===== config.mk =====
export PLATFORM = sky130hd
export DESIGN_NAME = z_buffer_ctrl_flat
export DESIGN_NICKNAME = d
export VERILOG_FILES = /design/src/rtl/z_buffer_ctrl_if.sv /design/src/rtl/z_buffer_ctrl.sv /design/src/flat_wrapper.sv
export SDC_FILE = /design/constraint.sdc
export NUM_CORES = 1
export LEC_CHECK = 0
export BUFFER_PORTS_ARGS = -buffer_cell sky130_fd_sc_hd__buf_2
export CAP_MARGIN = 5
export CORE_AREA = 2 2 90 70
export CTS_BUF_LIST = sky130_fd_sc_hd__clkbuf_16
export CTS_CLUSTER_DIAMETER = 150
export DETAILED_ROUTE_END_ITERATION = 16
export DIE_AREA = 0 0 92 72
export GPL_TIMING_DRIVEN = 0
export PLACE_DENSITY = 0.83
export SYNTH_ARGS = -nofsm -noshare
export SYNTH_HDL_FRONTEND = slang
export SYNTH_SLANG_ARGS = --single-unit

===== constraint.sdc =====
create_clock -name clock -period 2.16 [get_ports clock]
set_input_delay 0.432 -clock clock [delete_from_list [all_inputs] [get_ports clock]]
set_output_delay 0.432 -clock clock [all_outputs]
set_load 0.02 [all_outputs]

===== src/rtl/z_buffer_ctrl_if.sv =====
// Pixel-stream and memory-port bundle for z_buffer_ctrl.
// slave is the controller's view, master is the rasteriser/memory view.
interface z_buffer_ctrl_if #(
    parameter int ADDR_W  = 18,
    parameter int DEPTH_W = 2,
    parameter int COLOR_W = 14
);
    localparam int DATA_W = DEPTH_W + COLOR_W;

    logic               iPIX_VALID;
    logic               oPIX_READY;
    logic [ADDR_W-1:0]  iPIX_ADDR;
    logic [DEPTH_W-1:0] iPIX_DEPTH;
    logic [COLOR_W-1:0] iPIX_COLOR;
    logic [1:0]         iMODE;
    logic               iCLEAR;
    logic               oBUSY;
    logic [ADDR_W-1:0]  oMEM_ADDR;
    logic               oMEM_READ;
    logic               oMEM_WRITE;
    logic [DATA_W-1:0]  oMEM_DATA;
    logic               iMEM_WAIT;
    logic [DATA_W-1:0]  iMEM_DATA;
    logic               iMEM_VALID;
    logic               oDISCARD;

    modport slave (
        input  iPIX_VALID, iPIX_ADDR, iPIX_DEPTH, iPIX_COLOR, iMODE, iCLEAR,
        input  iMEM_WAIT, iMEM_DATA, iMEM_VALID,
        output oPIX_READY, oBUSY, oMEM_ADDR, oMEM_READ, oMEM_WRITE, oMEM_DATA, oDISCARD
    );

    modport master (
        output iPIX_VALID, iPIX_ADDR, iPIX_DEPTH, iPIX_COLOR, iMODE, iCLEAR,
        output iMEM_WAIT, iMEM_DATA, iMEM_VALID,
        input  oPIX_READY, oBUSY, oMEM_ADDR, oMEM_READ, oMEM_WRITE, oMEM_DATA, oDISCARD
    );
endinterface


===== src/rtl/z_buffer_ctrl.sv =====
// Z-buffer controller: read-compare-write per pixel against shared memory.
// Optional full-buffer clear sweep is built when Z_BUFFER_CLEAR_EN is defined.
module z_buffer_ctrl #(
    parameter int                 ADDR_W      = 18,
    parameter int                 DEPTH_W     = 2,
    parameter int                 COLOR_W     = 14,
    parameter int                 NUM_PIX     = 76800,
    parameter logic [DEPTH_W-1:0] CLEAR_DEPTH = '1
) (
    input  logic          clock,
    input  logic          reset,
    z_buffer_ctrl_if.slave bus
);
    localparam int DATA_W = DEPTH_W + COLOR_W;
    localparam logic [ADDR_W-1:0] LAST_ADDR = ADDR_W'(NUM_PIX - 1);

    typedef enum logic [2:0] {IDLE, READ, WAIT, WRITE, CLEAR} state_t;

    state_t             stateReg;
    logic [DEPTH_W-1:0] depthReg;
    logic [COLOR_W-1:0] colorReg;
    logic [1:0]         modeReg;
    logic [ADDR_W-1:0]  memAddrReg;
    logic [DATA_W-1:0]  memDataReg;
    logic               memReadReg;
    logic               memWriteReg;
    logic               discardReg;
    logic               depthPass;
    logic [DEPTH_W-1:0] storedDepth;

    // Only the depth field of the returned word takes part in the test.
    assign storedDepth = bus.iMEM_DATA[DATA_W-1 -: DEPTH_W];
    logic [COLOR_W-1:0] unusedColor;
    assign unusedColor = bus.iMEM_DATA[COLOR_W-1:0];

    // Depth test on the latched pixel against the stored depth.
    always_comb begin
        depthPass = 1'b1;
        case (modeReg)
            2'b00:   depthPass = depthReg <  storedDepth;
            2'b01:   depthPass = depthReg <= storedDepth;
            2'b10:   depthPass = depthReg >  storedDepth;
            default: depthPass = 1'b1;
        endcase
    end

`ifdef Z_BUFFER_CLEAR_EN
    logic              pendingReg;
    logic [ADDR_W-1:0] clearCntReg;
    logic              startClear;

    assign startClear     = pendingReg | bus.iCLEAR;
    // A clear request owns IDLE, so no pixel may be handshaked alongside it.
    assign bus.oPIX_READY = (stateReg == IDLE) & ~pendingReg & ~bus.iCLEAR;
    assign bus.oBUSY      = (stateReg != IDLE) | pendingReg | bus.iCLEAR;
`else
    assign bus.oPIX_READY = (stateReg == IDLE);
    assign bus.oBUSY      = (stateReg != IDLE);
    logic unusedClearCfg;
    assign unusedClearCfg = bus.iCLEAR ^ (^CLEAR_DEPTH) ^ (^LAST_ADDR);
`endif

    assign bus.oMEM_ADDR  = memAddrReg;
    assign bus.oMEM_DATA  = memDataReg;
    assign bus.oMEM_READ  = memReadReg;
    assign bus.oMEM_WRITE = memWriteReg;
    assign bus.oDISCARD   = discardReg;

    // Transaction FSM with registered memory-side outputs.
    always_ff @(posedge clock or posedge reset) begin
        if (reset) begin
            stateReg    <= IDLE;
            depthReg    <= '0;
            colorReg    <= '0;
            modeReg     <= '0;
            memAddrReg  <= '0;
            memDataReg  <= '0;
            memReadReg  <= 1'b0;
            memWriteReg <= 1'b0;
            discardReg  <= 1'b0;
`ifdef Z_BUFFER_CLEAR_EN
            pendingReg  <= 1'b0;
            clearCntReg <= '0;
`endif
        end else begin
            discardReg <= 1'b0;
`ifdef Z_BUFFER_CLEAR_EN
            // Remember a clear that arrives while a pixel is in flight.
            if (bus.iCLEAR && (stateReg == READ || stateReg == WAIT || stateReg == WRITE))
                pendingReg <= 1'b1;
`endif
            case (stateReg)
                IDLE: begin
`ifdef Z_BUFFER_CLEAR_EN
                    if (startClear) begin
                        stateReg    <= CLEAR;
                        pendingReg  <= 1'b0;
                        clearCntReg <= '0;
                        memAddrReg  <= '0;
                        memDataReg  <= {CLEAR_DEPTH, {COLOR_W{1'b0}}};
                        memWriteReg <= 1'b1;
                    end else
`endif
                    if (bus.iPIX_VALID) begin
                        depthReg   <= bus.iPIX_DEPTH;
                        colorReg   <= bus.iPIX_COLOR;
                        modeReg    <= bus.iMODE;
                        memAddrReg <= bus.iPIX_ADDR;
                        if (bus.iMODE == 2'b11) begin
                            stateReg    <= WRITE;
                            memDataReg  <= {bus.iPIX_DEPTH, bus.iPIX_COLOR};
                            memWriteReg <= 1'b1;
                        end else begin
                            stateReg   <= READ;
                            memReadReg <= 1'b1;
                        end
                    end
                end
                READ: begin
                    if (!bus.iMEM_WAIT) begin
                        memReadReg <= 1'b0;
                        stateReg   <= WAIT;
                    end
                end
                WAIT: begin
                    if (bus.iMEM_VALID) begin
                        if (depthPass) begin
                            stateReg    <= WRITE;
                            memDataReg  <= {depthReg, colorReg};
                            memWriteReg <= 1'b1;
                        end else begin
                            discardReg <= 1'b1;
                            stateReg   <= IDLE;
                        end
                    end
                end
                WRITE: begin
                    if (!bus.iMEM_WAIT) begin
                        memWriteReg <= 1'b0;
                        stateReg    <= IDLE;
                    end
                end
`ifdef Z_BUFFER_CLEAR_EN
                CLEAR: begin
                    if (!bus.iMEM_WAIT) begin
                        if (clearCntReg == LAST_ADDR) begin
                            memWriteReg <= 1'b0;
                            clearCntReg <= '0;
                            stateReg    <= IDLE;
                        end else begin
                            clearCntReg <= clearCntReg + 1'b1;
                            memAddrReg  <= clearCntReg + 1'b1;
                        end
                    end
                end
`endif
                default: begin
                    memReadReg  <= 1'b0;
                    memWriteReg <= 1'b0;
                    stateReg    <= IDLE;
                end
            endcase
        end
    end
endmodule


===== src/flat_wrapper.sv =====
// flat-port wrapper written by rule: the top's interface ports become plain ports
module z_buffer_ctrl_flat 
#(
    parameter int                 ADDR_W      = 18,
    parameter int                 DEPTH_W     = 2,
    parameter int                 COLOR_W     = 14,
    parameter int                 NUM_PIX     = 76800,
    parameter logic [DEPTH_W-1:0] CLEAR_DEPTH = '1
)
  (clock, reset, bus_iPIX_VALID, bus_iPIX_ADDR, bus_iPIX_DEPTH, bus_iPIX_COLOR, bus_iMODE, bus_iCLEAR, bus_iMEM_WAIT, bus_iMEM_DATA, bus_iMEM_VALID, bus_oPIX_READY, bus_oBUSY, bus_oMEM_ADDR, bus_oMEM_READ, bus_oMEM_WRITE, bus_oMEM_DATA, bus_oDISCARD);
  z_buffer_ctrl_if #(.ADDR_W(ADDR_W), .DEPTH_W(DEPTH_W), .COLOR_W(COLOR_W)) bus_i ();
  input  logic clock;
  input  logic reset;
  input wire logic [$bits(bus_i.iPIX_VALID)-1:0] bus_iPIX_VALID;
  input wire logic [$bits(bus_i.iPIX_ADDR)-1:0] bus_iPIX_ADDR;
  input wire logic [$bits(bus_i.iPIX_DEPTH)-1:0] bus_iPIX_DEPTH;
  input wire logic [$bits(bus_i.iPIX_COLOR)-1:0] bus_iPIX_COLOR;
  input wire logic [$bits(bus_i.iMODE)-1:0] bus_iMODE;
  input wire logic [$bits(bus_i.iCLEAR)-1:0] bus_iCLEAR;
  input wire logic [$bits(bus_i.iMEM_WAIT)-1:0] bus_iMEM_WAIT;
  input wire logic [$bits(bus_i.iMEM_DATA)-1:0] bus_iMEM_DATA;
  input wire logic [$bits(bus_i.iMEM_VALID)-1:0] bus_iMEM_VALID;
  output wire logic [$bits(bus_i.oPIX_READY)-1:0] bus_oPIX_READY;
  output wire logic [$bits(bus_i.oBUSY)-1:0] bus_oBUSY;
  output wire logic [$bits(bus_i.oMEM_ADDR)-1:0] bus_oMEM_ADDR;
  output wire logic [$bits(bus_i.oMEM_READ)-1:0] bus_oMEM_READ;
  output wire logic [$bits(bus_i.oMEM_WRITE)-1:0] bus_oMEM_WRITE;
  output wire logic [$bits(bus_i.oMEM_DATA)-1:0] bus_oMEM_DATA;
  output wire logic [$bits(bus_i.oDISCARD)-1:0] bus_oDISCARD;
  assign bus_i.iPIX_VALID = bus_iPIX_VALID;
  assign bus_i.iPIX_ADDR = bus_iPIX_ADDR;
  assign bus_i.iPIX_DEPTH = bus_iPIX_DEPTH;
  assign bus_i.iPIX_COLOR = bus_iPIX_COLOR;
  assign bus_i.iMODE = bus_iMODE;
  assign bus_i.iCLEAR = bus_iCLEAR;
  assign bus_i.iMEM_WAIT = bus_iMEM_WAIT;
  assign bus_i.iMEM_DATA = bus_iMEM_DATA;
  assign bus_i.iMEM_VALID = bus_iMEM_VALID;
  assign bus_oPIX_READY = bus_i.oPIX_READY;
  assign bus_oBUSY = bus_i.oBUSY;
  assign bus_oMEM_ADDR = bus_i.oMEM_ADDR;
  assign bus_oMEM_READ = bus_i.oMEM_READ;
  assign bus_oMEM_WRITE = bus_i.oMEM_WRITE;
  assign bus_oMEM_DATA = bus_i.oMEM_DATA;
  assign bus_oDISCARD = bus_i.oDISCARD;
  z_buffer_ctrl #(.ADDR_W(ADDR_W), .DEPTH_W(DEPTH_W), .COLOR_W(COLOR_W), .NUM_PIX(NUM_PIX), .CLEAR_DEPTH(CLEAR_DEPTH)) u_core (.clock(clock), .reset(reset), .bus(bus_i));
endmodule

# ---- After elaboration in Yosys (flattened, before gate mapping)
# Cells that the tools add are included.
dict set report word_totals {
  ff_bits 58
  output_inout_bits 39
  word_cells 62
}
dict set report classes {
  order_cmp 3
  eq_ne 13
  muxes 25
  bitwise 2
  reduce_logical 10
}
# cell count
set op_table {}
lappend op_table {{16-bit 2-to-1 mux} 4}
lappend op_table {{16-bit one-hot mux with 2 select lines} 1}
lappend op_table {{3-bit 2-to-1 mux} 4}
lappend op_table {{3-bit one-hot mux with 4 select lines} 1}
lappend op_table {{1-bit 2-to-1 mux} 10}
lappend op_table {{2-bit inequality test, second input constant} 5}
lappend op_table {{4-bit AND reduction} 2}
lappend op_table {{3-bit by 2-bit == test with 1-bit output, second input constant} 2}
lappend op_table {{1-bit one-hot mux with 3 select lines} 2}
lappend op_table {{6-bit AND reduction} 1}
lappend op_table {{5-bit AND reduction} 1}
lappend op_table {{2-bit == test, second input constant} 2}
lappend op_table {{2-bit 2-to-1 mux} 2}
lappend op_table {{2-bit by 1-bit inequality test with 1-bit output, second input constant} 2}
lappend op_table {{1-bit one-hot mux with 4 select lines} 1}
lappend op_table {{3-bit by 1-bit == test with 1-bit output, second input constant} 1}
lappend op_table {{3-bit logical NOT} 1}
lappend op_table {{3-bit nonzero test} 1}
lappend op_table {{2-bit by 1-bit == test with 1-bit output, second input constant} 1}
lappend op_table {{2-bit > comparator} 1}
lappend op_table {{2-bit <= comparator} 1}
lappend op_table {{2-bit logical NOT} 1}
lappend op_table {{2-bit less-than comparator} 1}
lappend op_table {{1-bit inverter} 2}
lappend op_table {{3 further kinds} 3}

# ---- Depth between registers and ports, before layout
dict set report logic_depth {
  word_depth 5
  depth_mapped 9
  mapped_depth_nobuf 7
}

# ---- Worst setup path before layout
# OpenSTA, ideal clock, no wires.
dict set report synth_path {
  path_type {input-to-reg}
  start {input bus_iMEM_DATA[15]}
  end {register u_core.memDataReg[10], in the netlist u_core.bus.oMEM_DATA[10]}
  setup_time_ns 0.125
  arrival_ns 1.941
  path_slack_ns 0.094
  stages 9
  cell_sequence {inv_1 > ha_1 > nand2_1 > a2bb2oi_1 > o22a_2 > a32o_1 > buf_6 > buf_12 > mux2_4}
}
dict set report synth_via {
  elab_chain_cells 4
}
# element line_no
set synth_lines {}
lappend synth_lines {{start: declaration} flat_wrapper.sv:21} ;# input wire logic [$bits(bus_i.iMEM_DATA)-1:0] bus_iMEM_DATA;
lappend synth_lines {{2-bit > comparator (tied with other cells)} z_buffer_ctrl.sv:42} ;# 2'b10: depthPass = depthReg > storedDepth;
lappend synth_lines {{1-bit one-hot mux with 3 select lines *} z_buffer_ctrl.sv:39} ;# case (modeReg)
lappend synth_lines {{2-bit by 1-bit inequality test with 1-bit output (no source line) *} n/a}
lappend synth_lines {{5-bit AND reduction (no source line) *} n/a}
lappend synth_lines {{end signal: assignment} z_buffer_ctrl.sv:111} ;# memDataReg <= {bus.iPIX_DEPTH, bus.iPIX_COLOR};
lappend synth_lines {{end signal: assignment} z_buffer_ctrl.sv:129} ;# memDataReg <= {depthReg, colorReg};
lappend synth_lines {{end: declaration} z_buffer_ctrl.sv:24} ;# logic [DATA_W-1:0] memDataReg;
# Mark *: on every way between the ends. The rest lies on a longest branch, timed or not.
# A chain may end at the register's enable or synchronous reset.

# ---- Worst setup path in the final report
dict set report layout_path {
  start {register u_core.depthReg[1]}
  end {register u_core.memDataReg[10], in the netlist u_core.bus.oMEM_DATA[10]}
}
dict set report layout_via {
  elab_chain_cells 4
}
# element line_no
set layout_lines {}
lappend layout_lines {{start: declaration} z_buffer_ctrl.sv:20} ;# logic [DEPTH_W-1:0] depthReg;
lappend layout_lines {{start signal: assignment} z_buffer_ctrl.sv:105} ;# depthReg <= bus.iPIX_DEPTH;
lappend layout_lines {{2-bit > comparator (tied with other cells)} z_buffer_ctrl.sv:42}
lappend layout_lines {{1-bit one-hot mux with 3 select lines *} z_buffer_ctrl.sv:39}
lappend layout_lines {{2-bit by 1-bit inequality test with 1-bit output (no source line) *} n/a}
lappend layout_lines {{5-bit AND reduction (no source line) *} n/a}
# Marks and branches as above.

==> flow_summary.json <==
{
  "cts_made_buffers": 9,
  "rsz0062_at_grt": "no",
  "die_h_um": 72,
  "clkPwrFrac_pct": 24.0,
  "root_buffer": "clkbuf_16",
  "hold_viol_final": 0,
  "grt_max_degree": 31,
  "setup_viol": 0,
  "yosys.area.top_type_share_pct": 56.58,
  "path_class": "flip-flop to flip-flop",
  "r2r-start": "u_core.depthReg[1]",
  "status": "complete, no violations",
  "ys_ff_latch": 57,
  "drc": 0,
  "start_util_pct": 44.19,
  "seq_area_frac_synth_pct": 56.58,
  "areaGrowthSynthToFinish_pct": 33.45,
  "synth_edf_count": 0,
  "synth_flop_cell": "dfrtp_1",
  "syn-cell-area_mm2": 0.002521,
  "grt_pass1_wl_um": 8321,
  "fp-row-count": 24,
  "placed_cell_area_mm2": 0.003044,
  "clk_path_buf_depth": 2,
  "hold_class": "input port to async pin",
  "drt_iter0_markers": 64,
  "routedWlPerCell_um": 14.27,
  "viasPerCell": 4.914,
  "fill_cells": 473,
  "fmax_ghz": 0.4830,
  "clock_sinks": 57,
  "min_period_ns": 2.071,
  "drv_slew": 0,
  "cts_tree": "yes",
  "synthTopCellsByArea": "dfrtp_1, mux2_2, mux2_4, buf_2, ha_1",
  "cp-end-kind": "flip-flop",
  "cp-start-kind": "flip-flop",
  "portBuffers": 81,
  "fin_nets": 325,
  "r2r_slack_ns": 0.09,
  "ant_nets": 0,
  "async_reset_ff_share_pct": 100.0,
  "power_switching_w": 0.001907,
  "period_share_pct": 95.86,
  "dpl.cell_count": 331,
  "synth_area_per_cell_um2": 14.74,
  "yosys-top-cells-count": "dfrtp_1, mux2_2, mux2_4",
  "final_cells": 348,
  "crit_fanout": 10,
  "clkTransAtPathRegs_ns": 0.05,
  "power_density_mw_per_mm2": 1673,
  "slew_headroom_pct": 60.52,
  "critPathArrivalTime_ns": 2.27,
  "hpwl_um": 3523,
  "wl_um": 4965,
  "grt_usage_pct": 16.28,
  "power.leakage_nw": 1.603,
  "cts_max_level": 3,
  "max_cap_violations": 0,
  "dr.pass1.iters": 4,
  "synth_cell_types": 27,
  "yosys_warnings": 0,
  "grt_overflow": 0,
  "r2r_end": "u_core.bus.oMEM_DATA[10]",
  "dieArea_mm2": 0.006624,
  "drive_gt1_share_pct": 66.30,
  "die_x_um": 92,
  "cp.required_ns": 2.36,
  "num_vias": 1710,
  "hold_buffers": 0,
  "seq_power_share_pct": 33.5,
  "place.gp.congestion": 0.7968,
  "antenna_cells": 0,
  "antenna_found_initial": 0,
  "worstMarginPinSlew_ns": 0.5913,
  "p_int_w": 0.003722,
  "clock_skew_ns": 0.003428,
  "coreArea_mm2": 0.005705,
  "fin_area_mm2": 0.003364,
  "swShare_pct": 33.88,
  "synth.net_count": 231,
  "clkLatencyLatePin_ns": 0.32,
  "grt_pass1_vias": 1772,
  "yosysTopAreaCell": "dfrtp_1",
  "syn_inst": 171,
  "ios": 97,
  "combPwrFrac_pct": 42.5,
  "rr_worst_depth": 8,
  "ir_drop_mv": 0.7101
}
area by class of cell:
| class | count | area, um2 | share of cell area, % |
|---|---|---|---|
| Buffer | 9 | 77.57 | 2.306 |
| Clock buffer | 9 | 225.2 | 6.694 |
| Clock inverter | 7 | 62.56 | 1.859 |
| Inverter | 5 | 18.77 | 0.5578 |
| Multi-Input combinational cell | 100 | 1023 | 30.42 |
| Sequential cell | 57 | 1426 | 42.39 |
| Tap cell | 78 | 97.59 | 2.901 |
| Timing Repair Buffer | 83 | 432.9 | 12.87 |
how the worst max path moves through the flow:
stage / start / endpoint / slack (ns) / cells after the start
final: u_core.depthReg[1] / u_core.bus.oMEM_DATA[10] / 0.09 / 8
after global routing: u_core.depthReg[1] / u_core.bus.oMEM_DATA[12] / 0.008 / 8
after CTS: u_core.depthReg[1] / u_core.bus.oMEM_DATA[10] / 0.04 / 8
after detailed placement: bus_iMEM_DATA[15] / u_core.bus.oMEM_DATA[10] / -0.1 / 10
after global placement: reset / u_core.bus.oMEM_DATA[11] / -0.42 / 2
after floorplan: bus_iMEM_DATA[15] / u_core.bus.oMEM_DATA[10] / 0.09 / 9
kinds of logic after synthesis:
group           count (synthesis)  share of synthesized area, %
fa+ha+maj                       2                        0.9924
compound gates                 13                         3.673
mux                            66                         30.82
buf+inv                        14                         3.821
flops                          57                         56.58
simple gates                   19                         4.119
worst max-delay path: stages, from the launching register on:
cell and delay, ns:
dfrtp_1 0.40, ha_4 0.28, nand2_1 0.06, a2bb2oi_1 0.14, o22a_2 0.25, a32o_1 0.22
buf_6 0.15, buf_12 0.15, mux2_4 0.29
repair_timing:
item,CTS,global route
buffers inserted,0,1
setup endpoints to repair,0,9
gates resized for setup,0,2
hold endpoints to repair,0,0
routing by layer:
| layer | vias up | GRT usage [%] | part of all wire (%) |
|---|---|---|---|
| met2 | 58 | 27.53 | 47 |
| li1 | 794 | - | - |
| met4 | 0 | 5.970 | 1.6 |
| met5 | - | 0 | 0 |
| met1 | 850 | 19.74 | 45 |
| met3 | 8 | 5.400 | 6.1 |
sequential cells by signal, summed over array words and instances, names as in the netlist:
name	cells
u_core.stateReg	2
u_core.bus.oMEM_READ	1
u_core.bus.oMEM_DATA	16
u_core.bus.oDISCARD	1
u_core.bus.oMEM_ADDR	18
u_core.bus.oMEM_WRITE	1
u_core.colorReg	14
u_core.depthReg	2
u_core.modeReg	2
power by group through the flow:
stage | logic [W] | clock network, W | registers, W
after floorplan | 0.00132 | 0 | 0.00229
after global placement | 0.00233 | 0 | 0.00186
after detailed placement | 0.00239 | 0 | 0.00190
after CTS | 0.00239 | 0.00139 | 0.00189
after global routing | 0.00258 | 0.00144 | 0.00197
final | 0.00240 | 0.00135 | 0.00188
cells in the final DEF, fill, tap and decap left out, types with 2 or more instances in the layout:
master       n
buf_2       86
mux2_2      57
dfrtp_1     57
mux2_4       9
clkbuf_16    9
nand2_1      5
inv_1        5
nor2b_1      4
o21ai_0      4
nor2_1       3
buf_4        2
nand2b_1     2
a2bb2oi_1    2
buf_12       2
a21oi_1      2
ha_4         2
clkinv_2     2
clkinvlp_4   2
stage by stage:
stage	setup WS, ns	hold WS (ns)	util, %	TNS, ns	power, W
final	0.08940	0.1781	58.97	0	0.005629
after floorplan	0.09427	0.4766	-	0	0.003611
after CTS	0.04491	0.2025	58.40	0	0.005671
after global placement	-0.4161	0.4627	53.00	-24.25	0.004188
after detailed placement	-0.09912	0.4735	53.36	-0.8595	0.004287
after global routing	0.007572	0.2505	58.97	0	0.005988
Power figures use the tool's default switching activity.
